[config.mk]
export PLATFORM = sky130hd
export DESIGN_NAME = io_check_sequencer_flat
export DESIGN_NICKNAME = d
export VERILOG_FILES = /design/src/rtl/io_check_sequencer_if.sv /design/src/rtl/io_check_sequencer.sv /design/src/flat_wrapper.sv
export SDC_FILE = /design/constraint.sdc
export NUM_CORES = 1
export LEC_CHECK = 0
export CORE_MARGIN = 5
export CORE_UTILIZATION = 48
export CTS_BUF_LIST = sky130_fd_sc_hd__clkbuf_4 sky130_fd_sc_hd__clkbuf_8
export DETAILED_ROUTE_END_ITERATION = 10
export HOLD_SLACK_MARGIN = 0.15
export PLACE_DENSITY = 0.7
export SKIP_CTS_REPAIR_TIMING = 1
export SLEW_MARGIN = 10
export SYNTH_ARGS = -nofsm -noshare
export SYNTH_HDL_FRONTEND = slang
export SYNTH_SLANG_ARGS = --single-unit
[constraint.sdc]
create_clock -name CLOCK_50 -period 9.99 [get_ports CLOCK_50]
set_input_delay 0.999 -clock CLOCK_50 [delete_from_list [all_inputs] [get_ports CLOCK_50]]
set_output_delay 0.999 -clock CLOCK_50 [all_outputs]
set_load 0.03 [all_outputs]
[src/rtl/io_check_sequencer_if.sv]
// Bundle between the io_check_sequencer and its environment: vector table writes, DUT stimulus/response and run results.
// The master modport drives the table, start and DUT segments; the slave modport belongs to the sequencer.
interface io_check_sequencer_if #(
    parameter int NUM_DIGITS  = 8,
    parameter int SW_WIDTH    = 18,
    parameter int NUM_VECTORS = 4
);
    localparam int AW = (NUM_VECTORS > 1) ? $clog2(NUM_VECTORS) : 1;
    localparam int CW = $clog2(NUM_VECTORS + 1);

    logic                      start;
    logic                      vec_we;
    logic [AW-1:0]             vec_addr;
    logic [SW_WIDTH-1:0]       vec_sw;
    logic [NUM_DIGITS*5-1:0]   vec_exp;
    logic [NUM_DIGITS*7-1:0]   hex_in;
    logic [SW_WIDTH-1:0]       sw_out;
    logic                      dut_rst_n;
    logic                      busy;
    logic                      done;
    logic [CW-1:0]             pass_count;
    logic [CW-1:0]             fail_count;
    logic [AW-1:0]             first_fail_idx;
    logic                      first_fail_valid;
    logic [NUM_DIGITS-1:0]     mismatch_mask;

    modport master (
        output start, vec_we, vec_addr, vec_sw, vec_exp, hex_in,
        input  sw_out, dut_rst_n, busy, done, pass_count, fail_count,
               first_fail_idx, first_fail_valid, mismatch_mask
    );

    modport slave (
        input  start, vec_we, vec_addr, vec_sw, vec_exp, hex_in,
        output sw_out, dut_rst_n, busy, done, pass_count, fail_count,
               first_fail_idx, first_fail_valid, mismatch_mask
    );
endinterface

[src/rtl/io_check_sequencer.sv]
// Table-driven stimulus/response checker: resets the DUT, applies switch vectors, decodes and checks HEX digits.
// Latency: done rises 1+RST_CYCLES+NUM_VECTORS*(SETTLE_CYCLES+2) edges after start; start/table writes ignored while busy.
// IO_CHECK_STOP_ON_FAIL_EN: when defined, the first failing vector ends the run early.
module io_check_sequencer #(
    parameter int NUM_DIGITS    = 8,
    parameter int SW_WIDTH      = 18,
    parameter int NUM_VECTORS   = 4,
    parameter int SETTLE_CYCLES = 20,
    parameter int RST_CYCLES    = 2
) (
    input  logic                 CLOCK_50,
    input  logic                 rst,
    io_check_sequencer_if.slave  io
);
    localparam int AW  = (NUM_VECTORS > 1) ? $clog2(NUM_VECTORS) : 1;
    localparam int CW  = $clog2(NUM_VECTORS + 1);
    localparam int RCW = $clog2(RST_CYCLES + 1);
    localparam int SCW = $clog2(SETTLE_CYCLES + 1);

    typedef enum logic [2:0] {IDLE, RST_DUT, APPLY, WAIT, CHECK, DONE} state_t;

    state_t                    state;
    logic [SW_WIDTH-1:0]       tbl_sw  [NUM_VECTORS];
    logic [NUM_DIGITS*5-1:0]   tbl_exp [NUM_VECTORS];
    logic [AW-1:0]             k;
    logic [RCW-1:0]            rcnt;
    logic [SCW-1:0]            scnt;
    logic [NUM_DIGITS*7-1:0]   hex_q;
    logic [NUM_DIGITS*5-1:0]   cur_exp;
    logic [NUM_DIGITS-1:0]     mism;
    logic                      last;
    logic                      stop;

    // Invalid patterns always mismatch; an expected blank only accepts the all-off pattern.
    function automatic logic digit_mismatch(input logic [6:0] seg, input logic [4:0] exp_d);
        logic [4:0] code;
        logic       valid;
        valid = 1'b1;
        case (seg)
            7'h40: code = 5'h00;
            7'h79: code = 5'h01;
            7'h24: code = 5'h02;
            7'h30: code = 5'h03;
            7'h19: code = 5'h04;
            7'h12: code = 5'h05;
            7'h02: code = 5'h06;
            7'h78: code = 5'h07;
            7'h00: code = 5'h08;
            7'h10: code = 5'h09;
            7'h08: code = 5'h0a;
            7'h03: code = 5'h0b;
            7'h46: code = 5'h0c;
            7'h21: code = 5'h0d;
            7'h06: code = 5'h0e;
            7'h0e: code = 5'h0f;
            7'h7f: code = 5'h10;
            default: begin
                code  = 5'h00;
                valid = 1'b0;
            end
        endcase
        if (!valid)
            digit_mismatch = 1'b1;
        else if (exp_d[4])
            digit_mismatch = !code[4];
        else
            digit_mismatch = (code != {1'b0, exp_d[3:0]});
    endfunction

    always_ff @(posedge CLOCK_50) begin
        if (io.vec_we && !io.busy && (32'(io.vec_addr) < NUM_VECTORS)) begin
            tbl_sw[io.vec_addr]  <= io.vec_sw;
            tbl_exp[io.vec_addr] <= io.vec_exp;
        end
    end

    assign cur_exp = tbl_exp[k];
    assign last    = (32'(k) == NUM_VECTORS - 1);

    always_comb begin
        mism = '0;
        for (int i = 0; i < NUM_DIGITS; i++)
            mism[i] = digit_mismatch(hex_q[7*i +: 7], cur_exp[5*i +: 5]);
    end

`ifdef IO_CHECK_STOP_ON_FAIL_EN
    assign stop = last || (|mism);
`else
    assign stop = last;
`endif

    always_ff @(posedge CLOCK_50 or posedge rst) begin
        if (rst) begin
            state               <= IDLE;
            io.sw_out           <= '0;
            io.dut_rst_n        <= 1'b0;
            io.busy             <= 1'b0;
            io.done             <= 1'b0;
            io.pass_count       <= '0;
            io.fail_count       <= '0;
            io.first_fail_idx   <= '0;
            io.first_fail_valid <= 1'b0;
            io.mismatch_mask    <= '0;
            k                   <= '0;
            rcnt                <= '0;
            scnt                <= '0;
            hex_q               <= '0;
        end else begin
            case (state)
                IDLE, DONE: begin
                    io.dut_rst_n <= 1'b1;
                    if (io.start) begin
                        io.pass_count       <= '0;
                        io.fail_count       <= '0;
                        io.mismatch_mask    <= '0;
                        io.first_fail_valid <= 1'b0;
                        io.done             <= 1'b0;
                        io.busy             <= 1'b1;
                        io.sw_out           <= tbl_sw[0];
                        rcnt                <= '0;
                        state               <= RST_DUT;
                    end
                end
                // One idle edge after start, then RST_CYCLES edges with the DUT held in reset.
                RST_DUT: begin
                    if (rcnt == RCW'(RST_CYCLES)) begin
                        io.dut_rst_n <= 1'b1;
                        io.sw_out    <= tbl_sw[0];
                        k            <= '0;
                        state        <= APPLY;
                    end else begin
                        io.dut_rst_n <= 1'b0;
                        rcnt         <= rcnt + 1'b1;
                    end
                end
                APPLY: begin
                    scnt  <= '0;
                    state <= WAIT;
                end
                WAIT: begin
                    if (scnt == SCW'(SETTLE_CYCLES - 1)) begin
                        hex_q <= io.hex_in;
                        state <= CHECK;
                    end else begin
                        scnt <= scnt + 1'b1;
                    end
                end
                CHECK: begin
                    io.mismatch_mask <= mism;
                    if (|mism) begin
                        io.fail_count <= io.fail_count + 1'b1;
                        if (!io.first_fail_valid) begin
                            io.first_fail_idx   <= k;
                            io.first_fail_valid <= 1'b1;
                        end
                    end else begin
                        io.pass_count <= io.pass_count + 1'b1;
                    end
                    if (stop) begin
                        io.done <= 1'b1;
                        io.busy <= 1'b0;
                        state   <= DONE;
                    end else begin
                        io.sw_out <= tbl_sw[k + 1'b1];
                        k         <= k + 1'b1;
                        state     <= APPLY;
                    end
                end
                default: state <= IDLE;
            endcase
        end
    end
endmodule

[src/flat_wrapper.sv]
// flat-port wrapper written by rule: the top's interface ports become plain ports
module io_check_sequencer_flat 
#(
    parameter int NUM_DIGITS    = 8,
    parameter int SW_WIDTH      = 18,
    parameter int NUM_VECTORS   = 4,
    parameter int SETTLE_CYCLES = 20,
    parameter int RST_CYCLES    = 2
)
  (CLOCK_50, rst, io_start, io_vec_we, io_vec_addr, io_vec_sw, io_vec_exp, io_hex_in, io_sw_out, io_dut_rst_n, io_busy, io_done, io_pass_count, io_fail_count, io_first_fail_idx, io_first_fail_valid, io_mismatch_mask);
  io_check_sequencer_if #(.NUM_DIGITS(NUM_DIGITS), .SW_WIDTH(SW_WIDTH), .NUM_VECTORS(NUM_VECTORS)) io_i ();
  input  logic CLOCK_50;
  input  logic rst;
  input wire logic [$bits(io_i.start)-1:0] io_start;
  input wire logic [$bits(io_i.vec_we)-1:0] io_vec_we;
  input wire logic [$bits(io_i.vec_addr)-1:0] io_vec_addr;
  input wire logic [$bits(io_i.vec_sw)-1:0] io_vec_sw;
  input wire logic [$bits(io_i.vec_exp)-1:0] io_vec_exp;
  input wire logic [$bits(io_i.hex_in)-1:0] io_hex_in;
  output wire logic [$bits(io_i.sw_out)-1:0] io_sw_out;
  output wire logic [$bits(io_i.dut_rst_n)-1:0] io_dut_rst_n;
  output wire logic [$bits(io_i.busy)-1:0] io_busy;
  output wire logic [$bits(io_i.done)-1:0] io_done;
  output wire logic [$bits(io_i.pass_count)-1:0] io_pass_count;
  output wire logic [$bits(io_i.fail_count)-1:0] io_fail_count;
  output wire logic [$bits(io_i.first_fail_idx)-1:0] io_first_fail_idx;
  output wire logic [$bits(io_i.first_fail_valid)-1:0] io_first_fail_valid;
  output wire logic [$bits(io_i.mismatch_mask)-1:0] io_mismatch_mask;
  assign io_i.start = io_start;
  assign io_i.vec_we = io_vec_we;
  assign io_i.vec_addr = io_vec_addr;
  assign io_i.vec_sw = io_vec_sw;
  assign io_i.vec_exp = io_vec_exp;
  assign io_i.hex_in = io_hex_in;
  assign io_sw_out = io_i.sw_out;
  assign io_dut_rst_n = io_i.dut_rst_n;
  assign io_busy = io_i.busy;
  assign io_done = io_i.done;
  assign io_pass_count = io_i.pass_count;
  assign io_fail_count = io_i.fail_count;
  assign io_first_fail_idx = io_i.first_fail_idx;
  assign io_first_fail_valid = io_i.first_fail_valid;
  assign io_mismatch_mask = io_i.mismatch_mask;
  io_check_sequencer #(.NUM_DIGITS(NUM_DIGITS), .SW_WIDTH(SW_WIDTH), .NUM_VECTORS(NUM_VECTORS), .SETTLE_CYCLES(SETTLE_CYCLES), .RST_CYCLES(RST_CYCLES)) u_core (.CLOCK_50(CLOCK_50), .rst(rst), .io(io_i));
endmodule
======== After elaboration in Yosys (flattened, before gate mapping) ========
Memory sizes are Yosys's and may differ from the RTL's.
Cells that the tools add are included.
word-level totals
  bits in writable memories ............... 232
  memories ................................ 2
  bits in registers ....................... 106
  bits in latches ......................... 0
  ROM bits ................................ 0
cells by class
  muxes and demuxes ....................... 68
  order comparisons ....................... 0
  add/subtract/negate cells ............... 5
  shift-type cells ........................ 0
  eq/ne operators ......................... 153
  bitwise operators ....................... 1
  reductions and logical operators ........ 45
  multiply operators ...................... 0
  div/mod/pow operators ................... 0
memories
  memory          depth  width  read ports  clocked after memory_dff  wr ports  line                      source
  u_core.tbl_exp  4      40     1           0                         1         io_check_sequencer.sv:24  logic [NUM_DIGITS*5-1:0] tbl_exp [NUM_VECTORS];
  u_core.tbl_sw   4      18     2           0                         1         io_check_sequencer.sv:23  logic [SW_WIDTH-1:0] tbl_sw [NUM_VECTORS];
operators by type and width
  kind                                                  count
  case mux 5 bit (16 select lines)                      8
  equality test 7 bit (second input constant)           40
  equality test 7 x 5 -> 1 bit (second input constant)  24
  equality test 7 x 6 -> 1 bit (second input constant)  24
  OR reduction 17 bit                                   8
  equality test 7 x 2 -> 1 bit (second input constant)  16
  equality test 7 x 4 -> 1 bit (second input constant)  16
  equality test 7 x 3 -> 1 bit (second input constant)  8
  logical NOT 7 bit                                     8
  2-to-1 mux 18 bit                                     3
  case mux 18 bit (3 select lines)                      1
  != test 5 x 4 -> 1 bit                                8
  2-to-1 mux 1 bit                                      32
  2-to-1 mux 3 bit                                      7
  AND reduction 3 bit                                   7
  case mux 8 bit (2 select lines)                       1
  case mux 3 bit (5 select lines)                       1
  case mux 3 bit (2 select lines)                       2
  != test 2 bit (second input constant)                 5
  case mux 5 bit (2 select lines)                       1
  logical NOT 1 bit                                     9
  2-to-1 mux 2 bit                                      4
  2-to-1 mux 8 bit                                      1
  != test 2 x 1 -> 1 bit (second input constant)        4
  other kinds (20)                                      34

======== Logic depth before layout (Yosys ltp) ========
Gate-level depths: netlist of the first run.
  depth in word-level cells ............... 8
  depth in mapped cells ................... 12
  depth with buffers taken out ............ 10

======== Worst setup path before layout of the first run ========
Ideal clock, no wire load.
  path kind ............................... input-to-reg
  start point ............................. input io_vec_addr[1]
  end point ............................... memory u_core.tbl_exp[0][0] (netlist name), enable pin
  library setup time ...................... 637 ps
  setup slack ............................. 2,361 ps
  cell stages on the path ................. 1
  data required time ...................... 9,353 ps
  path buffers ............................ 0
  arrival ................................. 6,993 ps
  cells stage by stage .................... nor4b_1
RTL lines
  what                line                      source
  start: declaration  flat_wrapper.sv:16        input wire logic [$bits(io_i.vec_addr)-1:0] io_vec_addr;
  end: declaration    io_check_sequencer.sv:24
Straight into the memory's write port.

======== Worst setup path after layout of the first run ========
  start point ............................. register u_core.k[0]
  end point ............................... register u_core.io.first_fail_idx[0] (netlist name)
between the ends
  word-level cells in the longest chain between the ends .. 6
  elaborated cells on any way between the ends .. 27
  those cells by class .................... eq/ne: 8; mux: 16; reduce/logical: 2; memory: 1
RTL lines
  what                                  line                         source
  start: declaration                    io_check_sequencer.sv:25     logic [AW-1:0] k;
  start signal: assignment              io_check_sequencer.sv:165    k <= k + 1'b1;
  memory read (4 x 40 bit)              -
  != test 5 x 4 -> 1 bit                io_check_sequencer.sv:67     digit_mismatch = (code != {1'b0, exp_d[3:0]});
  2-to-1 mux 1 bit                      io_check_sequencer.sv:64     else if (exp_d[4])
  2-to-1 mux 1 bit                      io_check_sequencer.sv:62     if (!valid)
  OR reduction 8 bit                    io_check_sequencer.sv:150    if (|mism) begin
  AND reduction 3 bit (no source line)  -
  end signal: assignment                io_check_sequencer.sv:153    io.first_fail_idx <= k;
  end: declaration                      io_check_sequencer_if.sv:36  first_fail_idx, first_fail_valid, mismatch_mask
Parallel ways exist; a longest one is shown, timed or not.
A chain may end at the register's enable or synchronous reset.

==> flow_summary.toml, run 1 <==
[grt]
gr-total-overflow = 0
grt_first_pass_wirelength_um = 59310
antenna_found_initial = 5
grt_usage_pct = 19.12
grt_pass1_vias = 11060
grt_max_degree = 68

[power]
combPwrFrac_pct = 31.3
switching_share_pct = 35.27
p_clk_share_pct = 25.8
p_leak_nw = 6.889
switching_power_w = 0.001749
cell_internal_pwr_w = 0.003210
seq_power_share_pct = 43.0
peakVddDrop_mv = 0.1822
powerDensity_nw_per_um2 = 257.2

[synthesis]
synth_cells = 1281
ys_warn_count = 0
synth-main-ff-cell = "edfxtp_1"
avgSynthCellArea_um2 = 12.66
synth.top_cells.by_area = "edfxtp_1, dfrtp_1, mux4_2"
ys_ff_latch = 338
synth.top_cell.area_share_pct = 42.96
yosysTopAreaCell = "edfxtp_1"
synth_area_um2 = 16220
seq_area_frac_synth_pct = 59.31
ys_types = 83
ys_async_sr_fraction_pct = 31.36
synth_nets = 1406
synth_edf_count = 232

[routing]
m1WireLength_um = 15980
top_layer = "met5"
num_vias = 11170
ant_nets = 0
wl_met3_um = 2944
remaining_drc_errors = 0
detail_route.wl_per_cell_um = 19.45
route.met2.wl_um = 17350
dr.pass1.iters = 5
vias_per_cell = 5.867
routed_wl_um = 37030
drtIter0Drc = 645

[timing]
rsz0062_at_grt = "no"
worst_pin_slew_ns = 1.058
post-route-period-util_pct = 43.70
setup_tns_ns = 0
maxSlewViolCount = 0
hold_slack_ns = 0.4947
timing_hold_violations_final = 0
worst_slew_margin_rel_pct = 29.50
fmax_ghz = 0.2291
setup_viol = 0
fin_skew_ns = 0.03527
fin_crit_ns = 4.366

[cts]
clk_path_buf_depth = 3
cts.sinks = 338
clk_pin_slew_ns = 0.06
insertion_delay_ns = 0.60
cts-root-buf = "clkbuf_8"
cts_tree = "yes"
numCtsBuffers = 55
ctsHtreeMaxLevel = 2

[final_layout]
post-route-util_pct = 57.65
multi_input_area_um2 = 6140
area.growth.synth_to_final_pct = 18.89
final_cell_mix = "edfxtp_1, clkdlybuf4s50_1, dfrtp_1"
final-seq-area_um2 = 9624
drive_above_1_share_pct = 16.37
n_fill_cell = 2675
layout_commonest_cell = "edfxtp_1"
layout.nets = 1532

[floorplanning]
initial_core_util_pct = 48.49
die-area_um2 = 37560
fp.dieH_um = 193.8
die_w_um = 193.8
rows = 67
io_pins = 158
coreArea_um2 = 33450

[critical_path]
path_max_fanout = 33
start_kind = "register"
required_ns = 10.47
path_class = "reg -> reg"
cp_data_arrival_time_ns = 4.85
crit_path_end_kind = "register"
reg2reg_depth = 9

[worst_hold_path]
holdPathStages = 2
min_path_type = "reg -> reg"

[run]
drv_cap = 0

[place]
gp_congestion = 0.8348
io_buffer_count = 157
place_hpwl_um = 23410

[status]
outcome = "completed"
==> kinds of logic after synthesis <==
logic type / count (synthesis) / share of synthesized area, %
simple gates: 420 / 15.04
xor+xnor: 25 / 1.350
compound gates: 258 / 10.35
buf+inv: 123 / 3.125
flops: 338 / 59.31
fa+ha+maj: 5 / 0.3857
mux: 112 / 10.44
==> final timing paths <==
check,slack [ns],startpoint,end
worst max-delay path,5.62,u_core.k[0]$_DFFE_PP0P_,u_core.io.first_fail_idx[0]$_DFFE_PP0P_
worst min-delay path,0.49,u_core.io.sw_out[3]$_DFFE_PP0P_,u_core.io.sw_out[3]$_DFFE_PP0P_
worst max register to register,5.62,u_core.k[0]$_DFFE_PP0P_,u_core.io.first_fail_idx[0]$_DFFE_PP0P_
worst min register to register,0.49,u_core.io.sw_out[3]$_DFFE_PP0P_,u_core.io.sw_out[3]$_DFFE_PP0P_
max in group asynchronous,7.81,rst,u_core.k[0]$_DFFE_PP0P_
min in group asynchronous,0.93,rst,u_core.hex_q[7]$_DFFE_PP0P_
==> layer usage <==
layer | vias up | global-route usage, %
met2 | 346 | 29.97
met1 | 5510 | 26.48
met4 | 8 | 5.156
met3 | 59 | 5.543
met5 | - | 0
li1 | 5247 | -
==> registers in the layout, summed over array words and instances (netlist names), 3 cells and up <==
signal / flops
u_core.io.mismatch_mask: 8
u_core.hex_q: 56
u_core.io.fail_count: 3
u_core.tbl_sw: 72
u_core.tbl_exp: 160
u_core.state: 3
u_core.scnt: 5
u_core.io.sw_out: 18
u_core.io.pass_count: 3
==> synthesized netlist by cell type (18+ instances only) <==
cell and instances:
a21oi_1 44, buf_2 18, clkbuf_1 67, dfrtp_1 106, edfxtp_1 232, inv_1 25
mux2_2 67, mux4_2 39, nand2_1 101, nand3_1 35, nand4_1 19, nor2_1 59
nor2b_1 19, nor3_1 26, nor4_1 20, o21ai_0 82, o22ai_1 22
==> power by group through the flow <==
stage               sequential (W)  combinational [W]  clock [W]
floorplan                  0.00201            0.00123          0
global placement           0.00214            0.00152          0
detailed placement         0.00215            0.00155          0
CTS                        0.00212            0.00156    0.00131
global route               0.00219            0.00171    0.00138
finish                     0.00213            0.00155    0.00128
==> per-stage QoR <==
step	total power [W]	cells	setup slack [ns]	area, um2
finish	0.004959	1904	5.624	19280
CTS	0.004995	1902	5.541	19280
global route	0.005280	1903	5.342	19280
floorplan	0.003239	1281	2.361	16220
detailed placement	0.003701	1798	5.569	18070
global placement	0.003659	1798	5.633	18070
==> final cells by class <==
type,count,area share [%]
Sequential cell,338,49.91
Multi-Input combinational cell,820,31.84
Timing Repair Buffer,167,8.539
Clock buffer,78,5.146
Tap cell,448,2.907
Clock inverter,26,1.129
Inverter,25,0.4996
Antenna cell,2,0.02596
==> critical path: stages, from the launching register on <==
cell and delay, ns:
dfrtp_4 0.73, buf_4 0.62, mux4_2 0.59, or3_1 0.35, a2111oi_0 0.41, a31oi_1 0.22
a211oi_1 0.47, nand4_2 0.30, nand3_1 0.20, mux2_2 0.35
Power figures use the tool's default switching activity.
==> run 2, diff against run 1 <==
--- a/config.mk
+++ b/config.mk
@@ -10,7 +10,7 @@
 export CTS_BUF_LIST = sky130_fd_sc_hd__clkbuf_4 sky130_fd_sc_hd__clkbuf_8
 export DETAILED_ROUTE_END_ITERATION = 10
 export HOLD_SLACK_MARGIN = 0.15
-export PLACE_DENSITY = 0.7
+export PLACE_DENSITY = 0.73
 export SKIP_CTS_REPAIR_TIMING = 1
 export SLEW_MARGIN = 10
 export SYNTH_ARGS = -nofsm -noshare
==> constraint.sdc (replaced) <==
create_clock -name CLOCK_50 -period 3.82 [get_ports CLOCK_50]
set_input_delay 0.382 -clock CLOCK_50 [delete_from_list [all_inputs] [get_ports CLOCK_50]]
set_output_delay 0.382 -clock CLOCK_50 [all_outputs]
set_load 0.03 [all_outputs]
==> flow_summary.toml, run 2 (synthesis gave the netlist of run 1 again) <==
[final_layout]
regMostFlops = "u_core.tbl_exp"
layout_commonest_cell = "edfxtp_1"
area.growth.synth_to_final_pct = 20.81
final_cell_mix = "edfxtp_1, clkdlybuf4s50_1, dfrtp_1"
final-seq-area_um2 = 9624
layout.nets = 1561
fin_cells = 1931
multi_input_area_um2 = 6161
reg_top3 = "u_core.tbl_exp: 160 flops, u_core.tbl_sw: 72 flops, u_core.hex_q: 56 flops"
post-route-util_pct = 58.58
fin_area_um2 = 19590
n_fill_cell = 2609
drive_above_1_share_pct = 18.57
largest_reg_flops = 160

[critical_path]
path_class = "reg -> reg"
start_kind = "register"
required_ns = 4.33
cp_data_arrival_time_ns = 4.07
cpMaxStageDelayCell = "dfrtp_1"
path_max_fanout = 17
path_cells = "nor4_1 -> o21ai_1 -> a21boi_0 -> a2111oi_0 -> or4_1 -> or4_4 -> a211oi_2 -> nand4_2 -> nand3_1 -> mux2_2"
crit_path_end_kind = "register"
cp_top_family = "simple AND/OR/NAND/NOR gates"
critPathBufInv = 0
slowest_delay_ns = 0.55

[routing]
vias_per_cell = 5.815
ant_nets = 0
num_vias = 11230
remaining_drc_errors = 0
routed_wl_um = 37620
dr.pass1.iters = 5
drtIter0Drc = 733
detail_route.wl_per_cell_um = 19.48

[place]
io_buffer_count = 157
dp_cells = 1819
place_hpwl_um = 24550
gp_congestion = 0.8787
place_ws_ns = 0.1478
placed_cell_area_um2 = 18260

[cts]
cts-root-buf = "clkbuf_8"
numCtsBuffers = 55
cts_tree = "yes"
insertion_delay_ns = 0.62
ctsHtreeMaxLevel = 2
cts.sinks = 338
clk_path_buf_depth = 3
clk_pin_slew_ns = 0.07

[power]
total_power_w = 0.01337
p_leak_nw = 7.073
powerDensity_nw_per_um2 = 682.5
peakVddDrop_mv = 0.5143

[floorplanning]
io_pins = 158
coreArea_um2 = 33450
die-area_um2 = 37560
fp.dieH_um = 193.8
rows = 67
die_w_um = 193.8
initial_core_util_pct = 48.49

[grt]
grt_max_degree = 52
grt_first_pass_wirelength_um = 59830
grt_pass1_vias = 11090
antenna_found_initial = 6
gr-total-overflow = 0
grt_usage_pct = 19.56

[timing]
setup_viol = 0
fin_ws_ns = 0.2642
post-route-period-util_pct = 93.08
worst_pin_slew_ns = 0.8372
rsz0062_at_grt = "no"
maxSlewViolCount = 0
fin_skew_ns = 0.02266
fmax_ghz = 0.2812
worst_slew_margin_rel_pct = 42.74
fin_crit_ns = 3.556
timing_hold_violations_final = 0

[run]
drv_cap = 0

[worst_hold_path]
min_path_type = "in -> async"

[status]
outcome = "completed"
==> run 2: final cells by class <==
class	count	area share, %
Inverter	25	0.4917
Sequential cell	338	49.12
Tap cell	448	2.861
Clock buffer	71	4.700
Multi-Input combinational cell	820	31.45
Antenna cell	2	0.02554
Timing Repair Buffer	196	9.643
Clock inverter	31	1.711
==> run 2: stage by stage <==
step	hold slack, ns	setup TNS [ns]
finish	0.2315	0
CTS	0.2359	0
floorplan	0.4514	-106.21
global route	0.2702	0
global placement	0.4682	0
detailed placement	0.4743	0
==> run 2: final timing paths <==
path,endpoint,slack (ns),depth (start not counted),startpoint
hold reg to reg,u_core.io.sw_out[5]$_DFFE_PP0P_,0.48,2,u_core.io.sw_out[5]$_DFFE_PP0P_
setup / recovery,u_core.io.first_fail_idx[1]$_DFFE_PP0P_,0.26,10,u_core.hex_q[35]$_DFFE_PP0P_
min in group CLOCK_50,u_core.hex_q[44]$_DFFE_PP0P_,0.32,3,io_hex_in[44]
max in group asynchronous,u_core.io.sw_out[17]$_DFFE_PP0P_,2.70,3,rst
setup reg to reg,u_core.io.first_fail_idx[1]$_DFFE_PP0P_,0.26,10,u_core.hex_q[35]$_DFFE_PP0P_
hold / removal,u_core.hex_q[44]$_DFFE_PP0P_,0.23,2,rst
==> run 2: report_power, final <==
group / internal (W) / switching (W) / leakage, nW
sequential: 0.00453 / 0.000927 / 3.43
clock: 0.00206 / 0.00148 / 0.663
combinational: 0.00211 / 0.00227 / 2.98
==> run 2: per-layer routing <==
metal / GRT usage, % / wire, um
met2: 30.89 / 17770
met3: 6.394 / 2962
met1: 26.04 / 15880
met5: 0 / 44
met4: 6.042 / 962
